<file path="config.mk">
export PLATFORM = sky130hd
export DESIGN_NAME = cake_place_ctrl
export DESIGN_NICKNAME = d
export VERILOG_FILES = /design/src/rtl/cake_place_ctrl.sv
export SDC_FILE = /design/constraint.sdc
export NUM_CORES = 1
export LEC_CHECK = 0
export ABC_AREA = 1
export BUFFER_PORTS_ARGS = -buffer_cell sky130_fd_sc_hd__buf_2
export CAP_MARGIN = 25
export CORE_AREA = 2 2 66 84
export DETAILED_ROUTE_END_ITERATION = 7
export DIE_AREA = 0 0 68 86
export HOLD_SLACK_MARGIN = 0.12
export PLACE_DENSITY_LB_ADDON = 0.05
export SLEW_MARGIN = 30
export SYNTH_ARGS = -nofsm -noshare
export SYNTH_HDL_FRONTEND = slang
export SYNTH_SLANG_ARGS = --single-unit
</file>
<file path="constraint.sdc">
create_clock -name clk -period 2.4 [get_ports clk]
set_clock_uncertainty 0.2 [all_clocks]
set_input_delay 0.48 -clock clk [delete_from_list [all_inputs] [get_ports clk]]
set_output_delay 0.48 -clock clk [all_outputs]
set_load 0.02 [all_outputs]
</file>
<file path="src/rtl/cake_place_ctrl.sv">
// cake_place_ctrl: places the cake for the snake game.
// Pulses the generator load strobe, grid-aligns and bounds-checks the
// captured candidate, asks the occupancy unit whether the snake body
// covers it, retries on a bad candidate and falls back to a fixed cell
// after MAX_TRIES rejections.
// Optional build macro CAKE_TIMEOUT_EN: relocate the cake after it has
// sat uneaten for TIMEOUT_CYC cycles.
module cake_place_ctrl #(
  parameter int GRID_LOG2   = 4,
  parameter int X_MIN       = 16,
  parameter int X_MAX       = 608,
  parameter int Y_MIN       = 16,
  parameter int Y_MAX       = 448,
  parameter int MAX_TRIES   = 8,
  parameter int DEF_X       = 304,
  parameter int DEF_Y       = 304,
  parameter int TIMEOUT_CYC = 500000000
) (
  input  logic       clk,
  input  logic       rst_n,
  input  logic       game_start,
  input  logic       eaten,
  output logic       rand_drive,
  input  logic [9:0] rand_x,
  input  logic [9:0] rand_y,
  output logic       chk_req,
  output logic [9:0] chk_x,
  output logic [9:0] chk_y,
  input  logic       chk_ack,
  input  logic       chk_hit,
  output logic [9:0] cake_x,
  output logic [9:0] cake_y,
  output logic       cake_valid,
  output logic       fallback,
  output logic [7:0] eat_cnt
);

  localparam logic [9:0] GRID_MASK = ~10'((1 << GRID_LOG2) - 1);
  localparam logic [9:0] XMIN_C    = 10'(X_MIN);
  localparam logic [9:0] XMAX_C    = 10'(X_MAX);
  localparam logic [9:0] YMIN_C    = 10'(Y_MIN);
  localparam logic [9:0] YMAX_C    = 10'(Y_MAX);
  localparam logic [9:0] DEFX_C    = 10'(DEF_X);
  localparam logic [9:0] DEFY_C    = 10'(DEF_Y);
  localparam logic [3:0] TRIES_C   = 4'(MAX_TRIES);

  typedef enum logic [2:0] {
    IDLE, DRIVE, WAIT, SAMPLE, CHECK, RETRY, PLACED
  } state_t;

  state_t     state;
  logic [3:0] retry_cnt;
  logic [9:0] cx, cy;
  logic       in_bounds;

  // Snap the candidate onto the grid, then test it against the play field.
  assign cx        = rand_x & GRID_MASK;
  assign cy        = rand_y & GRID_MASK;
  assign in_bounds = (cx >= XMIN_C) && (cx <= XMAX_C) &&
                     (cy >= YMIN_C) && (cy <= YMAX_C);

`ifdef CAKE_TIMEOUT_EN
  localparam logic [28:0] LIFE_LAST = 29'(TIMEOUT_CYC - 1);
  logic [28:0] life_cnt;
  logic        life_end;
  assign life_end = (life_cnt == LIFE_LAST);
`endif

  // Placement sequencer; every output is a register updated here.
  always_ff @(posedge clk or negedge rst_n) begin
    if (!rst_n) begin
      state      <= IDLE;
      retry_cnt  <= '0;
      rand_drive <= 1'b0;
      chk_req    <= 1'b0;
      chk_x      <= '0;
      chk_y      <= '0;
      cake_x     <= DEFX_C;
      cake_y     <= DEFY_C;
      cake_valid <= 1'b0;
      fallback   <= 1'b0;
      eat_cnt    <= '0;
`ifdef CAKE_TIMEOUT_EN
      life_cnt   <= '0;
`endif
    end else begin
      rand_drive <= 1'b0;
      if (game_start) begin
        // Restart wins over everything, including a same-cycle eat or ack.
        state      <= DRIVE;
        rand_drive <= 1'b1;
        cake_valid <= 1'b0;
        chk_req    <= 1'b0;
        eat_cnt    <= '0;
        retry_cnt  <= '0;
      end else begin
        case (state)
          IDLE: ;
          DRIVE: state <= WAIT;
          // Generator captures y on this edge; both coords usable in SAMPLE.
          WAIT: state <= SAMPLE;
          SAMPLE: begin
            if (in_bounds) begin
              chk_x   <= cx;
              chk_y   <= cy;
              chk_req <= 1'b1;
              state   <= CHECK;
            end else begin
              state <= RETRY;
            end
          end
          CHECK: begin
            if (chk_ack) begin
              chk_req <= 1'b0;
              if (chk_hit) begin
                state <= RETRY;
              end else begin
                cake_x     <= chk_x;
                cake_y     <= chk_y;
                fallback   <= 1'b0;
                cake_valid <= 1'b1;
                state      <= PLACED;
`ifdef CAKE_TIMEOUT_EN
                life_cnt   <= '0;
`endif
              end
            end
          end
          RETRY: begin
            retry_cnt <= retry_cnt + 4'd1;
            if (retry_cnt + 4'd1 == TRIES_C) begin
              // Out of tries: use the fixed cell, no body check.
              cake_x     <= DEFX_C;
              cake_y     <= DEFY_C;
              fallback   <= 1'b1;
              cake_valid <= 1'b1;
              state      <= PLACED;
`ifdef CAKE_TIMEOUT_EN
              life_cnt   <= '0;
`endif
            end else begin
              rand_drive <= 1'b1;
              state      <= DRIVE;
            end
          end
          PLACED: begin
            retry_cnt <= '0;
`ifdef CAKE_TIMEOUT_EN
            life_cnt  <= life_cnt + 29'd1;
`endif
            if (eaten) begin
              cake_valid <= 1'b0;
              if (eat_cnt != 8'hFF) eat_cnt <= eat_cnt + 8'd1;
              rand_drive <= 1'b1;
              state      <= DRIVE;
            end
`ifdef CAKE_TIMEOUT_EN
            else if (life_end) begin
              cake_valid <= 1'b0;
              rand_drive <= 1'b1;
              state      <= DRIVE;
            end
`endif
          end
          default: state <= IDLE;
        endcase
      end
    end
  end

endmodule

</file>
==> flow_summary_export.csv <==
group,metric,value,unit
outcome,status,"finished clean",
timing,period_minus_slack,1962,ps
synthesis,synth_edf_count,0,
drt,drc,0,
synthesis,synth.most_common_cell,"nand2_1",
final_layout,finalNonFillerCells,420,
critical_path,r2r_cells,7,
synthesis,synth-xor-area-share,0.3642,%
critical_path,setup.worst_path.end_class,"register",
critical_path,cp_cell_sequence,"ha_1 > nand4_1 > nor2_2 > nand4_1 > nand2_2 > inv_1 > o21ai_0",
clock_network,cts_tree,"yes",
placed_design,dp_cells,411,
synthesis,synth-simple-area-share,27.84,%
synthesis,yosysSeqAreaShare,45.06,%
critical_path,crit_slowest_cell,"dfrtp_1",
synthesis,ys_ff_latch,43,
min_path,min_path_type,"in -> reg",
synthesis,synth_cell_type_count,33,
clock_network,cts_buffer_depth,2,
die,ios,78,
critical_path,required,2420,ps
flow_run,cap_violations,0,
clock_network,clk_latency,300,ps
placed_design,gp_congestion,0.8019,
clock_network,hold_buffers,1,
global_routing,grt_first_pass_wirelength,8169,µm
critical_path,path_class,"reg -> reg",
timing,fmax,509.8,MHz
drt,routed_wl,4905,µm
global_routing,antenna_found_initial,0,
timing,fin_setup_tns,0,ps
critical_path,timing.rr.end,"eat_cnt[0]$_DFFE_PN0P_",
synthesis,post-synth-top-area-cell,"dfrtp_1",
die,fp.coreArea,0.005007,mm²
power_and_ir_drop,total_power,0.002503,W
final_layout,diodes,0,
clock_network,post_cts_resized,0,
global_routing,grt_usage,18.31,%
timing,final-setup-viol-count,0,
die,fp.dieW,68,µm
drt,wl_per_cell,11.68,µm
timing,finalCritPeriodShare,81.74,%
synthesis,synthCells,299,
power_and_ir_drop,p_switching,0.0009483,W
final_layout,nets,385,
placed_design,hpwl,3803,µm
die,dieArea,0.005848,mm²
timing,hold_ws,243.8,ps
power_and_ir_drop,clockPowerShare,23.1,%
clock_network,path_clk_slew,80,ps
die,initial_core_util,48.03,%
power_and_ir_drop,p_int,0.001554,W
synthesis,syn_area_per_cell,8.043,µm²
die,rows,29,
synthesis,synth_top_family_by_area,"simple AND/OR/NAND/NOR gates",
clock_network,cts_setup_buffers,0,
final_layout,layout-drive-gt1-share,28.77,%
synthesis,synth_compound_area_share,11.55,%
critical_path,r2r-start,"eat_cnt[1]$_DFFE_PN0P_",
clock_network,cts.sinks,43,
die,die_y,86,µm
global_routing,grt_overflow,0,
global_routing,grt_max_degree,22,
global_routing,first_global_vias,1910,
power_and_ir_drop,power.density,895.8,mW/mm²
power_and_ir_drop,power_leakage,1.556,nW
power_and_ir_drop,combPwrFrac,34.3,%
critical_path,r2r_slack,440,ps
drt,ant_nets,0,
drt,vias_per_cell,4.664,
timing,finalHoldViolations,0,
critical_path,startpoint,"eat_cnt[1]$_DFFE_PN0P_",
critical_path,crit_fanout,13,
synthesis,synthFlopType,"dfrtp_1",
synthesis,synthTopCellsByArea,"dfrtp_1 39%, nand2_1 12%, dfstp_2 6.6%",
clock_network,root_buffer,"clkbuf_8",
drt,num_vias,1959,
synthesis,ys.warnings.count,0,
power_and_ir_drop,pwr-share-seq,42.6,%
drt,first_iter_violations,84,
clock_network,numCtsBuffers,5,
synthesis,yosysTopAreaCellShare,38.50,%
synthesis,synthAdderAreaFrac,1.041,%
critical_path,critPathArrivalTime,1990,ps
timing,rsz0062_at_grt,"no",
power_and_ir_drop,vdd_drop_max,555.2,µV
final_layout,fillers,504,
synthesis,synthMuxAreaShare,0,%
clock_network,htree_levels,2,
final_layout,synthToLayoutAreaGrowth,16.18,%
synthesis,ys_top_cells_by_count,"79 x nand2_1, 37 x dfrtp_1, 37 x inv_1, 25 x nand3_1, 18 x nor2_1",
synthesis,async_flop_share,100.0,%
critical_path,cp_common_cell,"nand4_1",
synthesis,syn_area,0.002405,mm²
placed_design,portBuffers,53,
power_and_ir_drop,sw_frac_of_total,37.89,%
drt,first_pass_iters,4,
critical_path,cpPeakStageDelay,390,ps
critical_path,start_kind,"register",
timing,slew_viol_final,0,
critical_path,crit_end,"eat_cnt[0]$_DFFE_PN0P_",
-- how the worst min path moves through the flow --
stage                   start  depth (start not counted)                     end
floorplan               rst_n                          0  cake_valid$_DFFE_PN0P_
global placement        rst_n                          1  eat_cnt[1]$_DFFE_PN0P_
detailed placement      rst_n                          1  eat_cnt[0]$_DFFE_PN0P_
CTS                 rand_x[9]                          3    chk_x[9]$_DFFE_PN0P_
global route        rand_x[9]                          3    chk_x[9]$_DFFE_PN0P_
finish              rand_x[6]                          3    chk_x[6]$_DFFE_PN0P_
-- routing by layer --
| layer | part of all wire (%) | vias up | GRT usage [%] |
|---|---|---|---|
| met5 | 0 | - | 0 |
| met4 | 1.3 | 0 | 7.091 |
| met3 | 5.3 | 5 | 4.724 |
| met2 | 52 | 43 | 32.48 |
| met1 | 42 | 881 | 20.32 |
| li1 | - | 1030 | - |
-- cell families after synthesis --
| logic type | after synthesis |
|---|---|
| flip-flops | 43 |
| AO/OA/AOI/OAI | 42 |
| XOR/XNOR | 1 |
| adder cells (fa/ha/maj) | 2 |
| AND/OR/NAND/NOR | 145 |
| buffers and inverters | 65 |
| other | 1 |
-- power groups by stage --
| stage | Sequential (W) | Combinational, W | Clock, W |
|---|---|---|---|
| 3_5_place_dp | 0.00108 | 0.000868 | 0 |
| 6_report | 0.00107 | 0.000858 | 0.000579 |
| 5_1_grt | 0.00109 | 0.000972 | 0.000630 |
| 2_1_floorplan | 0.00125 | 0.000444 | 0 |
| 3_3_place_gp | 0.00108 | 0.000861 | 0 |
| 4_1_cts | 0.00107 | 0.000872 | 0.000603 |
-- cells in the final DEF (no fill, tap or decap), types with 6 or more instances in the layout --
master    synthesis  layout
nand2_1          79      79
o211ai_1          6       6
o21ai_1           7       7
dfrtp_1          37      37
o21ai_0           9       9
nand4_1           6       6
clkbuf_8          0       6
nor2_1           18      18
a21oi_1           8       8
inv_1            37      37
buf_2             2      53
nand3_1          25      25
o21ai_2          11      11
conb_1            1      16
dfstp_2           6       6
-- worst max-delay path: cells and delay by family (launching register included) --
kind            cells  cell delay [ps]
compound gates      1              150
flops               1              390
buf+inv             1               90
fa+ha+maj           1              230
simple gates        4              820
-- registers in the layout, indices dropped and copies added (netlist names), 3 cells and up --
| name | cells |
|---|---|
| eat_cnt | 8 |
| cake_x | 6 |
| cake_y | 6 |
| chk_x | 6 |
| chk_y | 6 |
| retry_cnt | 4 |
| state | 3 |
-- through the flow --
stage               utilization, %  setup slack [ps]  area (µm²)
floorplan                        -             657.1        2461
global placement             53.25             456.1        2666
detailed placement           53.25             436.7        2666
CTS                          55.80             422.4        2794
global route                 55.80             265.4        2794
finish                       55.80             438.3        2794
-- layout make-up --
type	instances	area (µm²)	area share [%]
Tap cell	62	77.57	2.777
Multi-Input combinational cell	206	1041	37.26
Clock buffer	6	82.58	2.956
Inverter	42	161.4	5.777
Sequential cell	43	1084	38.78
Clock inverter	2	35.03	1.254
Timing Repair Buffer	59	312.8	11.20
Note: power is estimated with default switching activity, not from simulation.
